--- config.mk ---
export PLATFORM = sky130hd
export DESIGN_NAME = cpu_step_enable
export DESIGN_NICKNAME = d
export VERILOG_FILES = /design/src/rtl/cpu_step_pkg.sv /design/src/rtl/btn_debounce.sv /design/src/rtl/cpu_step_enable.sv
export SDC_FILE = /design/constraint.sdc
export NUM_CORES = 1
export LEC_CHECK = 0
export BUFFER_PORTS_ARGS = -buffer_cell sky130_fd_sc_hd__buf_4
export CAP_MARGIN = 20
export CORE_MARGIN = 10
export CORE_UTILIZATION = 50
export CTS_BUF_LIST = sky130_fd_sc_hd__clkbuf_8
export DETAILED_ROUTE_END_ITERATION = 10
export PLACE_DENSITY_LB_ADDON = 0.15
export RECOVER_POWER = 50
export SLEW_MARGIN = 20
export SYNTH_ARGS = -nofsm -noshare
export SYNTH_HDL_FRONTEND = slang
export SYNTH_SLANG_ARGS = --single-unit
--- constraint.sdc ---
create_clock -name clk -period 2.1 [get_ports clk]
set_input_delay 0.105 -clock clk [delete_from_list [all_inputs] [get_ports clk]]
set_output_delay 0.105 -clock clk [all_outputs]
set_load 0.02 [all_outputs]
--- src/rtl/cpu_step_pkg.sv ---
// Shared encodings for the CPU step-enable path: mode values and debounce states.
package cpu_step_pkg;

  localparam logic [1:0] MODE_HALT = 2'b00;
  localparam logic [1:0] MODE_RUN  = 2'b01;
  localparam logic [1:0] MODE_STEP = 2'b10;

  typedef enum logic [1:0] {
    IDLE         = 2'b00,
    PRESS_WAIT   = 2'b01,
    HELD         = 2'b10,
    RELEASE_WAIT = 2'b11
  } deb_state_t;

endpackage

--- src/rtl/btn_debounce.sv ---
// Reusable push-button conditioner: 2-flop synchronizer, debounce FSM with a
// stability counter, registered debounced level, single-cycle press event and HELD flag.
module btn_debounce
  import cpu_step_pkg::*;
#(
  parameter int unsigned DEBOUNCE_CYCLES = 1000000
) (
  input  logic clk,
  input  logic reset,
  input  logic btn_raw,
  output logic btn_level,
  output logic press_evt,
  output logic held
);

  localparam int unsigned CNT_W = (DEBOUNCE_CYCLES > 1) ? $clog2(DEBOUNCE_CYCLES) : 1;
  localparam logic [CNT_W-1:0] CNT_LAST = CNT_W'(DEBOUNCE_CYCLES - 1);

  logic             btn_s1;
  logic             btn_s;
  deb_state_t       state;
  deb_state_t       state_next;
  logic [CNT_W-1:0] cnt;
  logic [CNT_W-1:0] cnt_next;
  logic             press_evt_next;

  // State register plus synchronizer and outputs decoded from the next state
  always_ff @(posedge clk) begin
    if (reset) begin
      btn_s1    <= 1'b0;
      btn_s     <= 1'b0;
      state     <= IDLE;
      cnt       <= '0;
      press_evt <= 1'b0;
      btn_level <= 1'b0;
      held      <= 1'b0;
    end else begin
      btn_s1    <= btn_raw;
      btn_s     <= btn_s1;
      state     <= state_next;
      cnt       <= cnt_next;
      press_evt <= press_evt_next;
      btn_level <= (state_next == HELD) || (state_next == RELEASE_WAIT);
      held      <= (state_next == HELD);
    end
  end

  // Counter only advances while waiting for a level to prove stable; any
  // state change leaves it at zero.
  always_comb begin
    state_next     = state;
    cnt_next       = '0;
    press_evt_next = 1'b0;
    case (state)
      IDLE: begin
        if (btn_s) state_next = PRESS_WAIT;
      end
      PRESS_WAIT: begin
        if (!btn_s) begin
          state_next = IDLE;
        end else if (cnt == CNT_LAST) begin
          state_next     = HELD;
          press_evt_next = 1'b1;
        end else begin
          cnt_next = CNT_W'(cnt + 1'b1);
        end
      end
      HELD: begin
        if (!btn_s) state_next = RELEASE_WAIT;
      end
      RELEASE_WAIT: begin
        if (btn_s) begin
          state_next = HELD;
        end else if (cnt == CNT_LAST) begin
          state_next = IDLE;
        end else begin
          cnt_next = CNT_W'(cnt + 1'b1);
        end
      end
      default: state_next = IDLE;
    endcase
  end

endmodule

--- src/rtl/cpu_step_enable.sv ---
// Turns an async slow clock and a raw step button into single-cycle cpu_en pulses
// (halt / run / step modes). Optional auto-repeat in step mode: STEP_AUTOREPEAT_EN.
module cpu_step_enable
  import cpu_step_pkg::*;
#(
  parameter int unsigned DEBOUNCE_CYCLES = 1000000,
  parameter int unsigned REPEAT_CYCLES   = 25000000,
  parameter int unsigned COUNT_W         = 16
) (
  input  logic               clk,
  input  logic               reset,
  input  logic               slow_in,
  input  logic               step_btn,
  input  logic [1:0]         mode,
  output logic               cpu_en,
  output logic               btn_level,
  output logic [COUNT_W-1:0] pulse_count
);

  logic slow_s1;
  logic slow_s;
  logic slow_prev;
  logic slow_rise;
  logic press_evt;
  logic held;
  logic step_evt;
  logic cpu_en_next;

  btn_debounce #(
    .DEBOUNCE_CYCLES(DEBOUNCE_CYCLES)
  ) u_btn (
    .clk      (clk),
    .reset    (reset),
    .btn_raw  (step_btn),
    .btn_level(btn_level),
    .press_evt(press_evt),
    .held     (held)
  );

`ifdef STEP_AUTOREPEAT_EN
  localparam int unsigned REP_W = (REPEAT_CYCLES > 1) ? $clog2(REPEAT_CYCLES) : 1;
  localparam logic [REP_W-1:0] REP_LAST = REP_W'(REPEAT_CYCLES - 1);

  logic [REP_W-1:0] rep_cnt;
  logic             rep_evt;

  // Repeat timer runs only while the button is held in step mode
  always_ff @(posedge clk) begin
    if (reset) begin
      rep_cnt <= '0;
      rep_evt <= 1'b0;
    end else begin
      rep_evt <= 1'b0;
      if (held && (mode == MODE_STEP)) begin
        if (rep_cnt == REP_LAST) begin
          rep_cnt <= '0;
          rep_evt <= 1'b1;
        end else begin
          rep_cnt <= REP_W'(rep_cnt + 1'b1);
        end
      end else begin
        rep_cnt <= '0;
      end
    end
  end

  assign step_evt = press_evt | rep_evt;
`else
  logic rep_unused;
  assign rep_unused = held ^ REPEAT_CYCLES[0];
  assign step_evt   = press_evt;
`endif

  assign slow_rise = slow_s & ~slow_prev;

  // Mismatched-mode events are simply dropped; the ~cpu_en term keeps pulses isolated
  assign cpu_en_next = ~cpu_en &
                       (((mode == MODE_RUN)  && slow_rise) ||
                        ((mode == MODE_STEP) && step_evt));

  always_ff @(posedge clk) begin
    if (reset) begin
      slow_s1     <= 1'b0;
      slow_s      <= 1'b0;
      slow_prev   <= 1'b0;
      cpu_en      <= 1'b0;
      pulse_count <= '0;
    end else begin
      slow_s1   <= slow_in;
      slow_s    <= slow_s1;
      slow_prev <= slow_s;
      cpu_en    <= cpu_en_next;
      if (cpu_en_next) pulse_count <= COUNT_W'(pulse_count + 1'b1);
    end
  end

endmodule
==> metrics.txt, run 1 <==
Port-buffer cells=23; Sw Share=about a fifth; Clk pwr share=between 40% and 50%; Syn Area/Cell=8.98 µm²; Die H=83.6 µm; Worst EP arrival=between 2 and 2.5 ns; number of vias per cell=about 5.4; DR vias=approximately 1,700; WL per Instance=~13 µm; clk_lat worst skew=around 0.3 ns; crit-path max FO=5; residual overflow from global routing=0; ys flop type=dfxtp_1; P&R area growth vs syn=14.6%; Antenna diodes=0; ys async rst share=0%; #FFs+latches synth=46; Worst Setup End Kind=register; total negative slack=0 ns; vias in the first global route=around 1,500; Clock transition at path regs=0.08 ns; mapped cell area=a little over 0.002 mm²; relative slew slack=around 28%; core area=between 0.003 and 0.004 mm²; first-pass GRT wire length=around 6900 µm; synthesized net count=about 230; Final Cycle Share=between 90 and 100%; Site Rows=23; critical path type=reg -> reg; Leak=0.704 nW; Cell variety after synth=43; fin crit period=1.95 ns; # IOs=24; RSZ-0062 raised after global routing=no; Post-Synthesis Cells=between 200 and 250; status=completed; Clock Sinks=46; drt first pass iters=4; sequential cell area fraction in the yosys report=45.6%; Startpoint Class=register; Final Skew=approximately 0.010 ns; Antenna Violating Nets Remaining=0; Slew @ Worst Pin=1.08 ns; initial antenna violation count=0; Die X=83.6 µm; First DRT Iteration DRCs=62; clock buffer count from CTS=5; Pwr Density=about 670 mW/mm²; DRC=0; pre-CTS WS=around 0.13 ns; clock buffer depth=2; post-CTS setup buffers=0; total of max-cap violations=0; Layout Nets=262; Psw=0.000308 W; synth warn=0; EDFF count, synth=0; Final Setup Violations=0; Root Driver=clkbuf_8; worst hold path type=in -> reg; H-tree depth=2; fmax=514 MHz; Max IR drop VDD=around 400 µV; Final Max Slew Viols=0; Final Hold Fails=0; Flop pwr share=56.8%; Initial Util=51.2%; Die ar.=~0.0070 mm²; pin count of the biggest net entering global routing=28; post-DP HPWL=about 2900 µm; final WL=about 3900 µm; Final WS setup=~0.15 ns; CP required=2.32 ns; CTS tree=done; RePlAce Congestion=0.815; Comb power frac=roughly 1.8%; P_int=about 0.0012 W; Overall Global Routing Usage=between 10 and 15%; ratio of cells with drive above 1 in the final layout=between 10% and 20%
-- Yosys cell counts (3+ instances only) --
| cell | n | area (µm²) |
|---|---|---|
| dfxtp_1 | 46 | 921 |
| nor2_1 | 27 | 101 |
| a21oi_1 | 16 | 80.1 |
| xnor2_1 | 14 | 123 |
| nand3_1 | 12 | 60.1 |
| inv_1 | 10 | 37.5 |
| nand2_1 | 8 | 30.0 |
| nand4_1 | 8 | 50.1 |
| o21ai_0 | 8 | 40.0 |
| or3_1 | 7 | 43.8 |
| xor2_1 | 7 | 61.3 |
| nor2b_1 | 6 | 37.5 |
| nor4_1 | 5 | 31.3 |
| clkbuf_1 | 4 | 15.0 |
| nor3_1 | 4 | 20.0 |
| o31ai_1 | 4 | 30.0 |
| or4_1 | 4 | 30.0 |
| buf_2 | 3 | 15.0 |
-- repair_timing --
item | CTS | global route
endpoints found under the setup margin | 0 | 2
hold buffers | 0 | 0
resized for setup | 0 | 1
-- power groups by stage --
stage	registers (W)	logic, W	clock network [W]
after CTS	0.000879	0.0000298	0.000660
after global placement	0.000900	0.0000296	0
after floorplan	0.000900	0.0000164	0
after detailed placement	0.000900	0.0000298	0
final	0.000879	0.0000278	0.000641
after global routing	0.000880	0.0000318	0.000699
-- per-layer routing --
metal  GRT usage [%]  part of all wire (%)  vias to the layer above
met5               0                     0                        -
met4            4.87                   1.2                        0
met3            4.59                   4.4                        5
met2            19.7                    49                       28
met1            12.5                    45                      761
li1                -                     -                      867
-- layout by cell type (no fill, tap or decap), drive strengths merged, types with 4 or more instances in the layout --
| cell type | instances |
|---|---|
| o31ai | 4 |
| nand3 | 12 |
| inv | 11 |
| clkbuf | 24 |
| o21ai | 8 |
| or4 | 6 |
| a21oi | 16 |
| nand2 | 8 |
| nor3 | 4 |
| or3 | 7 |
| dfxtp | 46 |
| nor2 | 27 |
| xnor2 | 14 |
| nor2b | 6 |
| nand4 | 9 |
| xor2 | 7 |
| buf | 11 |
| nor4 | 5 |
-- metrics by stage --
step / utilization, % / instances / hold WS, ns / power (W) / area (µm²)
2_1_floorplan: - / 225 / 0.233 / 0.000917 / 2020
3_3_place_gp: 57.7 / 297 / 0.320 / 0.000929 / 2270
3_5_place_dp: 57.7 / 297 / 0.331 / 0.000929 / 2270
4_1_cts: 60.5 / 305 / 0.0156 / 0.00157 / 2380
5_1_grt: 58.7 / 305 / 0.0290 / 0.00161 / 2310
6_report: 58.7 / 305 / 0.0211 / 0.00155 / 2310
-- flip-flops by register name, summed over array words and instances, names as in the netlist --
name             count
u_btn.cnt           20
pulse_count         16
u_btn.state          2
cpu_en               1
slow_prev            1
slow_s               1
slow_s1              1
u_btn.btn_level      1
u_btn.btn_s          1
u_btn.btn_s1         1
u_btn.press_evt      1
-- final timing paths --
check	endpoint	from	slack [ns]	depth (start not counted)
hold reg to reg	u_btn.btn_s$_SDFF_PP0_	u_btn.btn_s1$_SDFF_PP0_	0.45	1
hold / removal	u_btn.btn_s1$_SDFF_PP0_	step_btn	0.02	2
setup reg to reg	u_btn.btn_level$_SDFF_PP0_	u_btn.cnt[0]$_SDFF_PP0_	0.15	5
setup / recovery	u_btn.btn_level$_SDFF_PP0_	u_btn.cnt[0]$_SDFF_PP0_	0.15	5
-- worst max-delay path: stages, from the launching register on --
cell and delay, ns:
dfxtp_1 0.39, ha_2 0.25, nand4_4 0.11, or4_4 0.56, or4_4 0.43, a21oi_1 0.14
-- cell families (layout without fill, tap and decap cells) --
logic type | count (synthesis) | count (layout) | synth area share, %
simple gates | 100 | 100 | 28.9
mux | 1 | 1 | 0.496
flops | 46 | 46 | 45.6
xor+xnor | 21 | 21 | 9.11
fa+ha+maj | 2 | 2 | 1.24
buf+inv | 18 | 48 | 3.53
compound gates | 37 | 37 | 11.2
-- area by class of cell --
class                   count  area (µm²)
multi-input cells         161        1030
repair buffers             30         154
clock buffers               5        68.8
clock inverters             3        41.3
inverters                  10        37.5
fillers                   393        1630
flip-flops and latches     46         921
well taps                  50        62.6
(Power assumes the default switching activity.)
==> run 2, diff against run 1 <==
==> constraint.sdc (replaced) <==
create_clock -name clk -period 1.6 [get_ports clk]
set_input_delay 0.08 -clock clk [delete_from_list [all_inputs] [get_ports clk]]
set_output_delay 0.08 -clock clk [all_outputs]
set_load 0.05 [all_outputs]
==> run 2 against run 1 <==
Net effect:
- the run now ends with setup timing left
- routed wire length increased by 21%
- first-iteration DRC count grew 19%
- worst hold slack improved by 0.11 ns
- sequential power up 30%
- utilization rose by 13 points
- worst setup slack lost 0.32 ns
- count of clock-buffer cells in the layout did not move
- critical path depth up 2
- global-route usage grew 1.6 points
- power rose by 24%
- fmax rose by 10%
- highest routed layer unchanged
==> metrics.txt, run 2 (synthesis gave the netlist of run 1 again) <==
number of vias per cell=5.32 (-2.3%); most common cell after layout, fill and taps aside=buf_4; R2R setup slack=-0.16 ns (-0.32 ns); Overall Global Routing Usage=13.2% (+1.6 points); clk_lat worst skew=0.31 ns (about the same); Final Setup Violations=23 (+23); Placed Cells=335 (+13%); Die H=83.6 µm (unchanged); Final WS setup=-0.161 ns (-0.316 ns); total of max-cap violations=0 (unchanged); first-pass GRT wire length=7970 µm (+16%); Flop pwr share=59.4% (+2.6 points); Top reg by flops=u_btn.cnt; clock buffer depth=2 (unchanged); Hold Path Origin=reset; Clock Sinks=46 (unchanged); H-tree depth=2 (unchanged); pin count of the biggest net entering global routing=28 (unchanged); WL per Instance=13.7 µm (+5.8%); Final Hold Fails=0 (unchanged); final WL=4770 µm (+21%); drt first pass iters=4 (unchanged); Worst EP arrival=1.95 ns (-0.22 ns); CTS tree=done; fin crit period=1.76 ns (-0.184 ns); pre-CTS WS=-0.190 ns (-0.322 ns); Root Driver=clkbuf_8; Antenna diodes=0 (unchanged); critical path type=reg -> reg; biggest registers after layout=u_btn.cnt: 20 flops, pulse_count: 16 flops, u_btn.state: 2 flops; Clock transition at path regs=0.09 ns (about the same); Initial Util=51.2% (unchanged); P&R area growth vs syn=40.4%; post-DP HPWL=3280 µm (+14%); initial antenna violation count=0 (unchanged); Final Cycle Share=110% (+17 points); CP required=1.79 ns (-0.53 ns); clock buffer count from CTS=5 (unchanged); relative slew slack=59.4% (+32 points); Site Rows=23 (unchanged); Leak=0.973 nW (+38%); Worst Setup End Kind=register; reg2reg start=u_btn.cnt[0]$_SDFF_PP0_; Sw Share=23.5% (+3.6 points); Antenna Violating Nets Remaining=0 (unchanged); RePlAce Congestion=0.820 (+0.65%); Psw=0.000451 W (+47%); First DRT Iteration DRCs=74 (+19%); Finished Layout Cells=348 (+14%); # IOs=24 (unchanged); Comb power frac=2.7% (+0.9 points); Final Max Slew Viols=0 (unchanged); Reg2Reg Depth=7 (+2); Port-buffer cells=23 (unchanged); Max IR drop VDD=373 µV (-6.8%); DRC=0 (unchanged); Slew @ Worst Pin=0.611 ns (-0.470 ns); core area=0.00394 mm² (unchanged); worst hold path type=in -> reg; Worst Setup SP=u_btn.cnt[0]$_SDFF_PP0_; Critical Path End=u_btn.cnt[2]$_SDFF_PP0_; Layout Nets=305 (+16%); Pwr Density=678 mW/mm² (+1.4%); RSZ-0062 raised after global routing=yes; Die ar.=0.00698 mm² (unchanged); fmax=568 MHz (+10%); vias in the first global route=1,855 (+20%); status=finished, violations left; ratio of cells with drive above 1 in the final layout=40.9% (+30 points); Final Skew=0.0140 ns (+0.00361 ns); crit-path max FO=6 (+1); failing checks=setup timing; residual overflow from global routing=0 (unchanged); most frequent cells in the layout=buf_4 (53), dfxtp_1 (29), xnor2_1 (14), nor2_2 (14), nor2_1 (13); Clk pwr share=37.9% (-3.5 points); Worst R2R End=u_btn.cnt[2]$_SDFF_PP0_; P_int=0.00147 W (+19%); DR vias=1,852 (+11%); Die X=83.6 µm (unchanged); max reg flops=20 (unchanged); Startpoint Class=register
-- run 2: cell types whose count changed in the layout (fill, tap and decap cells not counted), sizes merged --
cell	previous run	this run
buf	11	57
clkbuf	24	19
dlygate4sd3	0	2
clkinv	0	2
bufinv	1	0
inv	11	10
-- run 2: per-layer routing --
| metal | GRT usage [%] | wire length (µm) | vias to the layer above |
|---|---|---|---|
| met5 | 0 | 0 | - |
| met4 | 5.94 | 85 | 0 |
| met3 | 3.81 | 140 | 8 |
| met2 | 24.9 | 2530 | 25 |
| met1 | 13.0 | 2010 | 870 |
| li1 | - | - | 949 |
-- run 2: power groups by stage --
stage | clock [W] | sequential (W) | combinational (W)
floorplan | 0 | 0.00117 | 0.0000219
global placement | 0 | 0.00117 | 0.0000444
detailed placement | 0 | 0.00117 | 0.0000449
CTS | 0.000741 | 0.00114 | 0.0000501
global route | 0.000784 | 0.00114 | 0.0000564
finish | 0.000729 | 0.00114 | 0.0000515
-- run 2: layout make-up --
cell class,instances,area (µm²)
multi-input combinational,161,1160
fill,339,1110
sequential,46,960
timing repair buffer,73,523
clock buffer,5,68.8
tap,50,62.6
inverter,10,37.5
clock inverter,3,21.3
-- run 2: metrics by stage --
stage	power, W	TNS (ns)	cell area [µm²]	utilization, %	hold slack, ns
2_1_floorplan	0.00119	-3.25	2090	-	0.208
3_3_place_gp	0.00121	-3.16	2630	66.6	0.295
3_5_place_dp	0.00121	-4.12	2630	66.6	0.297
4_1_cts	0.00193	-3.48	2810	71.2	0.122
5_1_grt	0.00198	-5.20	2840	71.9	0.140
6_report	0.00192	-3.33	2840	71.9	0.128
-- run 2: worst min-delay path by stage --
| stage | endpoint | slack (ns) | cells after the start |
|---|---|---|---|
| after floorplan | slow_s1$_SDFF_PP0_ | 0.21 | 1 |
| after global placement | u_btn.btn_s1$_SDFF_PP0_ | 0.30 | 2 |
| after detailed placement | u_btn.btn_s1$_SDFF_PP0_ | 0.30 | 2 |
| after CTS | pulse_count[2]$_SDFFE_PP0P_ | 0.12 | 2 |
| after global routing | pulse_count[5]$_SDFFE_PP0P_ | 0.14 | 2 |
| final | pulse_count[10]$_SDFFE_PP0P_ | 0.13 | 2 |
-- run 2: critical path, cell delays in order, from the launching register on --
cell	delay, ns
dfxtp_2	0.36
ha_4	0.15
nand4_4	0.10
or4_4	0.53
o211ai_1	0.17
buf_4	0.17
buf_6	0.13
nor2_1	0.04
-- run 2: timing repair --
action,4_1_cts,5_1_grt
hold buffers,2,0
resized for setup,16,21
endpoints found under the hold margin,2,0
cloned,1,0
buffers inserted,2,0
pin swaps,10,4
endpoints found under the setup margin,28,31
